==> src/rtl/disp_share_arbiter.sv <==
// Round-robin owner of the shared 7-seg display and HC595 LED chain, with a minimum hold time.
// Optional DISP_ARB_PRIO_EN: req[0] becomes a preempting high-priority requester.
module disp_share_arbiter #(
  parameter int NREQ        = 4,
  parameter int HOLD_CYCLES = 50000000,
  parameter int CNT_W       = 26
) (
  input  logic                 clk,
  input  logic                 reset_n,
  input  logic [NREQ-1:0]      req,
  input  logic [32*NREQ-1:0]   data,
  input  logic                 pin,
  output logic [NREQ-1:0]      grant,
  output logic [31:0]          display_data,
  output logic                 disp_en,
  output logic [15:0]          led_data,
  output logic                 led_load,
  output logic [1:0]           dbg_state
);

  localparam int IDX_W = (NREQ > 1) ? $clog2(NREQ) : 1;

  localparam logic [1:0] ST_IDLE = 2'd0;
  localparam logic [1:0] ST_LOAD = 2'd1;
  localparam logic [1:0] ST_SHOW = 2'd2;

  localparam logic [CNT_W-1:0] EXPIRE = CNT_W'(HOLD_CYCLES - 2);

  logic [1:0]       state;
  logic [CNT_W-1:0] hold_cnt;
  logic [7:0]       sw_cnt;
  logic [IDX_W-1:0] last_owner;

  // Handshake: req is a level; the owner keeps it high to hold the display.
  // grant is the registered acknowledge, led_load pulses once per new owner.

  // Scan upward from last+1, wrapping, so the previous owner is checked last.
  function automatic logic [IDX_W-1:0] rr_pick(input logic [NREQ-1:0] r,
                                               input logic [IDX_W-1:0] last);
    logic [IDX_W-1:0] w;
    logic             found;
    int               idx;
    w     = last;
    found = 1'b0;
    for (int k = 1; k <= NREQ; k++) begin
      idx = (int'(last) + k) % NREQ;
      if (!found && r[idx]) begin
        w     = IDX_W'(idx);
        found = 1'b1;
      end
    end
`ifdef DISP_ARB_PRIO_EN
    if (r[0] && last != '0) w = '0;
`endif
    return w;
  endfunction

  logic [IDX_W-1:0] winner;
  logic [NREQ-1:0]  win_onehot;
  logic [31:0]      winner_data;
  logic [31:0]      owner_data;
  logic             go_load;
  logic             go_idle;
  logic             restart;

  assign winner      = rr_pick(req, last_owner);
  assign win_onehot  = NREQ'(1) << winner;
  assign winner_data = data[32*winner +: 32];
  assign owner_data  = data[32*last_owner +: 32];
  assign dbg_state   = state;

  always_comb begin
    go_load = 1'b0;
    go_idle = 1'b0;
    restart = 1'b0;
    case (state)
      ST_IDLE: go_load = |req;
      ST_LOAD: ;
      ST_SHOW: begin
        if (!req[last_owner]) begin
          // Owner let go early: pin no longer applies, hand over or go dark.
          if (|req) go_load = 1'b1;
          else      go_idle = 1'b1;
        end
`ifdef DISP_ARB_PRIO_EN
        else if (!pin && last_owner != '0 && req[0]) begin
          go_load = 1'b1;
        end
`endif
        else if (hold_cnt == EXPIRE) begin
          if (pin)                       restart = 1'b1;
          else if (|(req & ~grant))      go_load = 1'b1;
          else                           restart = 1'b1;
        end
      end
      default: go_idle = 1'b1;
    endcase
  end

  always_ff @(posedge clk or negedge reset_n) begin
    if (!reset_n) begin
      state        <= ST_IDLE;
      hold_cnt     <= '0;
      sw_cnt       <= '0;
      last_owner   <= IDX_W'(NREQ - 1);
      grant        <= '0;
      display_data <= '0;
      disp_en      <= 1'b0;
      led_data     <= '0;
      led_load     <= 1'b0;
    end else begin
      led_load <= 1'b0;
      if (go_load) begin
        state        <= ST_LOAD;
        grant        <= win_onehot;
        last_owner   <= winner;
        display_data <= winner_data;
        disp_en      <= 1'b1;
        hold_cnt     <= '0;
        sw_cnt       <= sw_cnt + 8'd1;
        led_load     <= 1'b1;
        led_data     <= {8'(win_onehot), sw_cnt + 8'd1};
      end else if (go_idle) begin
        state        <= ST_IDLE;
        grant        <= '0;
        display_data <= '0;
        disp_en      <= 1'b0;
        hold_cnt     <= '0;
      end else if (state == ST_LOAD) begin
        state        <= ST_SHOW;
        display_data <= owner_data;
      end else if (state == ST_SHOW) begin
        display_data <= owner_data;
        hold_cnt     <= restart ? '0 : hold_cnt + CNT_W'(1);
      end
    end
  end

endmodule

==> config.mk <==
export PLATFORM = sky130hd
export DESIGN_NAME = disp_share_arbiter
export DESIGN_NICKNAME = d
export VERILOG_FILES = /design/src/rtl/disp_share_arbiter.sv
export SDC_FILE = /design/constraint.sdc
export NUM_CORES = 1
export LEC_CHECK = 0
export BUFFER_PORTS_ARGS = -buffer_cell sky130_fd_sc_hd__buf_2
export CORE_AREA = 2 2 121 211
export DETAILED_ROUTE_END_ITERATION = 16
export DIE_AREA = 0 0 123 213
export SYNTH_ARGS = -nofsm -noshare
export SYNTH_HDL_FRONTEND = slang
export SYNTH_SLANG_ARGS = --single-unit
==> constraint.sdc <==
create_clock -name clk -period 7.4 [get_ports clk]
set_input_delay 0.37 -clock clk [delete_from_list [all_inputs] [get_ports clk]]
set_output_delay 0.37 -clock clk [all_outputs]
set_load 0.005 [all_outputs]
### Word-level counts from Yosys, hierarchy flattened

Cells that the tools add are included.

| cells by class | value |
|---|---|
| $add $sub $neg | 6 |
| order comparisons | 5 |
| eq/ne operators | 4 |
| shifts and indexed selects | 3 |
| multiplexer cells | 52 |
| bitwise logic cells | 6 |
| reduce and logical (&&, ||, !) cells | 19 |

Operator list:

| cell | number |
|---|---|
| $shiftx A128 B8 Y32 | 2 |
| $mux W26 | 5 |
| $mux W32 | 4 |
| $mux W1 | 27 |
| $add A26 B1 Y26 const B | 1 |
| $eq A26 B26 Y1 const B | 1 |
| $lt A3 B4 Y1 const B | 4 |
| $mux W2 | 7 |
| $bmux W1 S2 | 5 |
| $reduce_or A2 Y1 | 5 |
| $add A8 B1 Y8 const B | 1 |
| $mux W4 | 2 |
| $reduce_or A4 Y1 | 2 |
| $reduce_bool A3 Y1 | 2 |
| $add A2 B1 Y2 const B | 2 |
| $add A2 B2 Y2 const B | 2 |
| $and A1 B1 Y1 const A | 4 |
| $and A4 B4 Y4 | 1 |
| $not A4 Y4 | 1 |
| $pmux W1 S2 | 2 |
| $reduce_bool A4 Y1 | 1 |
| $shl A1 B2 Y4 const A | 1 |
| $logic_and A1 B1 Y1 | 3 |
| $logic_not A1 Y1 | 3 |
| 7 further kinds | 7 |

| word-level totals | value |
|---|---|
| bits in registers | 88 |
| input port bits | 135 |

### Logic depth before layout (Yosys ltp)

| logic depth | value |
|---|---|
| depth after elaboration | 18 |
| gate-level depth with buffers | 10 |
| mapped depth without buffers | 8 |

### Worst setup path before layout

Ideal clock, no wire load.

| timing | value |
|---|---|
| kind | reg-to-reg |
| start | register state[0], in the netlist dbg_state[0] |
| end | register sw_cnt[1] |
| setup time | 0.128 ns |
| data arrival time | 2.348 ns |
| data required time | 7.272 ns |
| setup slack | 4.925 ns |
| stages on the path, launching flop included | 10 |
| clock period less this slack | 2.475 ns |
| cells stage by stage | dfrtp_1 -> inv_1 -> ha_1 -> nand3b_1 -> or4_1 -> or2_0 -> buf_2 -> o21ai_4 -> buf_6 -> mux2_1 |

| between the ends | value |
|---|---|
| word-level cells in the longest chain between the ends | 2 |

RTL lines:

| what | RTL line | RTL |
|---|---|---|
| start: declaration | 29 | `logic [1:0] state;` |
| start signal: assignment | 102 | `state <= ST_IDLE;` |
| start signal: assignment | 114 | `state <= ST_LOAD;` |
| start signal: assignment | 124 | `state <= ST_IDLE;` |
| $eq A2 B2 Y1 or $logic_not A2 Y1 (tied branches) | 76 | `case (state)` |
| $pmux W1 S2 (*) | 76 |  |
| end signal: assignment | 120 | `sw_cnt <= sw_cnt + 8'd1;` |
| end: declaration | 31 | `logic [7:0] sw_cnt;` |

Every way passes the cells marked *; elsewhere a longest branch is shown, timed or not.
A chain may end at the register's enable or synchronous reset.

### Final worst setup path

| timing | value |
|---|---|
| start | register state[0], in the netlist dbg_state[0] |
| end | register hold_cnt[11] |

| between the ends | value |
|---|---|
| word-level cells in the longest chain between the ends | 7 |

RTL lines:

| what | RTL line | RTL |
|---|---|---|
| $eq A2 B2 Y1 | 76, 132 |  |
| $mux W1 | 76 |  |
| $mux W26 | 134 | `hold_cnt <= restart ? '0 : hold_cnt + CNT_W'(1);` |
| $mux W26 | 132 | `end else if (state == ST_SHOW) begin` |
| $mux W26 | 129 | `end else if (state == ST_LOAD) begin` |
| $mux W26 | 123 | `end else if (go_idle) begin` |
| $mux W26 | 113 | `if (go_load) begin` |
| end signal: assignment | 134 |  |
| end: declaration | 30 | `logic [CNT_W-1:0] hold_cnt;` |

Several ways; a longest one is shown, not always the timed one. The select of a mux whose other input is x is not followed.

==> flow_summary_export.csv <==
group,metric,value,unit
outcome,status,"completed",
floorplanning,io_pins,191,
timing,fmax,311,MHz
routing,post_drt_via_cell_ratio,5.10,
yosys,mappedNetlistArea,6010,µm²
yosys,post_synthesis_adder_cell_area_fraction,1.25,%
global_routing,grt.met2_usage,27.9,%
timing,slew-limit-headroom,25.1,%
global_routing,maximum_number_of_pins_on_one_net_before_global_route_repair,87,
routing,drt-wirelength-per-cell,17.0,µm
setup_path,crit_required,7.63,ns
flow_run,maxCapViolCount,0,
layout,layout_common_cells,"185 x buf_2, 154 x nand2_1, 78 x dfrtp_1",
setup_path,worst_setup_path_end_kind,"flop",
yosys,synth_cells,693,
yosys,ys_seq_elements,80,
timing,finalHoldViolCount,0,
routing,wirelength,19700,µm
setup_path,setup.worst_path.class,"reg -> reg",
layout,seqCellArea,2000,µm²
floorplanning,initial_utilization,24.5,%
yosys,synth_enable_flop_cells,0,
cts,cts_hold_buffers,1,
global_routing,antenna_found_initial,0,
cts,cts.reportedPaths.clkPinSlew,0.07,ns
yosys,synthesis.area_per_instance,8.68,µm²
cts,tritoncts.num_buffers,9,
cts,cts_setup_buffers,0,
routing,num_vias,5916,
floorplanning,fp.dieH,213,µm
global_routing,grtUsageMet1,17.2,%
setup_path,worstSetupStartpointType,"flop",
layout,synthesis_to_finish_area_growth,24.3,%
layout,design.final.nets,984,
placement,routabilityCongestion,0.828,
timing,clock_skew_after_layout,0.00802,ns
timing,rsz0062_at_grt,"false",
cts,tritoncts,"built",
cts,ctsHtreeMaxLevel,3,
layout,fillers,2653,
worst_hold_path,hold_path_startpoint,"data[43]",
floorplanning,floorplan.die.width,123,µm
layout,layout.cells.most_common,"buf_2",
setup_path,critical_path.startpoint,"dbg_state[0]",
layout,final_design_area_no_fill,7470,µm²
cts,clock_insertion_delay_worst_skew,0.35,ns
yosys,synth_ff_type,"dfrtp_1",
timing,post-route-period-util,43.5,%
cts,ctsResizeCount,0,
yosys,ys_async_sr_fraction,100,%
power_and_ir_drop,pwr_density_cell,410,nW/µm²
timing,finalMaxSlewViolations,0,
floorplanning,die_area,26200,µm²
cts,clock_sinks,80,
yosys,synth.distinct_cells,60,
layout,multi_input_area,3660,µm²
layout,drive_above_1_share,30.3,%
floorplanning,placeableCoreArea,24500,µm²
yosys,dominant_combinational_cell_family_by_area_after_synthesis,"simple AND/OR/NAND/NOR gates",
timing,worst-slew-pin-transition,1.12,ns
timing,count_of_endpoints_failing_setup_in_the_final_report,0,
placement,postPlaceCellArea,7120,µm²
timing,period_needed,3.22,ns
layout,num_antenna_cells,0,
setup_path,crit_arrival,3.45,ns
global_routing,grt_use_total,15.1,%
global_routing,grt.busiest_layer,"met2",
global_routing,grt.overflow.total,0,
routing,drt_iter0_drc,314,
setup_path,critPathMaxFanout,14,
power_and_ir_drop,power.ir.vdd_worst,0.178,mV
routing,dr.pass1.iters,5,
yosys,synth_area_in_xor_xnor,1.02,%
yosys,synth.yosys.seq_area_share,33.3,%
placement,place.detailed.hpwl,14200,µm
global_routing,first_global_vias,5849,
global_routing,gr-usage-met3,1.76,%
routing,antenna_violating_nets_post_route,0,
yosys,yosys-mux-area-fraction,18.1,%
routing,drc_errors,0,
worst_hold_path,holdCritPathClass,"in -> reg",
placement,placement.io_buffers,186,
cts,clock-root-buffer,"clkbuf_16",
yosys,yosys_warn_count,0,
setup_path,launch_instance_of_the_worst_register_to_register_path,"dbg_state[0]",
yosys,synth-compound-area-share,13.6,%
timing,setup_total_negative_slack,0,ns
cts,clock_tree.buffer_depth,2,
floorplanning,placement_rows,76,
power_and_ir_drop,power.static_leakage,3.38,nW
yosys,area_fraction_in_and_or_nand_and_nor_cells_after_synthesis,26.4,%
global_routing,grt_pass1_wl,30800,µm
## cells by family after synthesis
kind of cell / Yosys count
XOR/XNOR: 7
buffers and inverters: 76
other: 1
multiplexers: 67
AO/OA/AOI/OAI: 114
flip-flops: 80
AND/OR/NAND/NOR: 342
adder cells (fa/ha/maj): 6
## flip-flops by register name, indices dropped and copies added (netlist names)
signal and cells:
display_data 32, hold_cnt 26, sw_cnt 7, led_data 5, grant 4, dbg_state 2
last_owner 2, disp_en 1, led_load 1
## metal layers
| layer | routed length (µm) | up-vias |
|---|---|---|
| met1 | 7610 | 2882 |
| met5 | 0 | - |
| met4 | 502 | 0 |
| met2 | 10800 | 181 |
| li1 | - | 2827 |
| met3 | 758 | 26 |
## power by group
group | switching (mW) | leakage [nW] | internal, mW
registers | 0.102 | 1.04 | 0.588
clock network | 0.195 | 0.167 | 0.333
logic | 1.05 | 2.17 | 0.794
## critical path: stages (launching register included)
cell and delay [ns]:
dfrtp_1 0.41, inv_1 0.09, ha_1 0.31, nand3b_1 0.11, or4_1 0.52, or2_0 0.34, o21ai_1 0.86, o21ai_0 0.23
a21o_1 0.24
## path summary, 6_finish.rpt
check,to,cells after the start,slack [ns]
hold / removal,display_data[11],4,0.38
hold reg to reg,led_data[7],1,0.48
max in group asynchronous,sw_cnt[1],3,5.84
min in group asynchronous,display_data[10],2,0.49
setup reg to reg,hold_cnt[11],8,4.18
setup / recovery,hold_cnt[11],8,4.18
## final cells by class
class / count / area share, %
sequential: 80 / 26.8
multi-input combinational: 540 / 49.0
tap: 312 / 5.22
clock inverter: 6 / 1.56
inverter: 15 / 0.753
timing repair buffer: 197 / 13.6
clock buffer: 10 / 3.06
## Yosys cell counts, types with 3 or more instances
cell | n | area share, %
nand2_1 | 154 | 9.6
dfrtp_1 | 78 | 32
nand3_1 | 73 | 6.1
nor3_1 | 38 | 3.2
mux4_2 | 33 | 12
a31o_1 | 32 | 4.7
mux2i_1 | 32 | 5.3
clkbuf_1 | 31 | 1.9
o21ai_0 | 24 | 2.0
nor2_1 | 20 | 1.2
a31oi_1 | 17 | 1.8
inv_1 | 15 | 0.94
nand4_1 | 14 | 1.5
buf_2 | 9 | 0.75
buf_1 | 8 | 0.50
a21oi_1 | 7 | 0.58
nand2b_1 | 7 | 0.73
and3_1 | 6 | 0.62
buf_4 | 6 | 0.75
buf_6 | 6 | 1.1
ha_1 | 6 | 1.2
o21a_1 | 6 | 0.75
xnor2_1 | 6 | 0.87
nor2b_1 | 5 | 0.52
nor4_1 | 4 | 0.42
o21ai_1 | 4 | 0.33
o22ai_1 | 4 | 0.42
or3_1 | 4 | 0.42
a21o_1 | 3 | 0.37
o2bb2ai_1 | 3 | 0.44
or4_1 | 3 | 0.37
## through the flow
step / hold WS [ns] / utilization (%) / setup WS, ns / power, mW / instances
6_report: 0.383 / 30.5 / 4.18 / 3.07 / 1160
5_1_grt: 0.387 / 30.5 / 3.90 / 3.33 / 1160
4_1_cts: 0.372 / 30.5 / 4.18 / 3.12 / 1160
3_5_place_dp: 0.337 / 29.0 / 4.21 / 2.58 / 1143
3_3_place_gp: 0.327 / 29.0 / 4.23 / 2.56 / 1143
2_1_floorplan: 0.0744 / - / 4.92 / 2.09 / 696
Power figures use the tool's default switching activity.
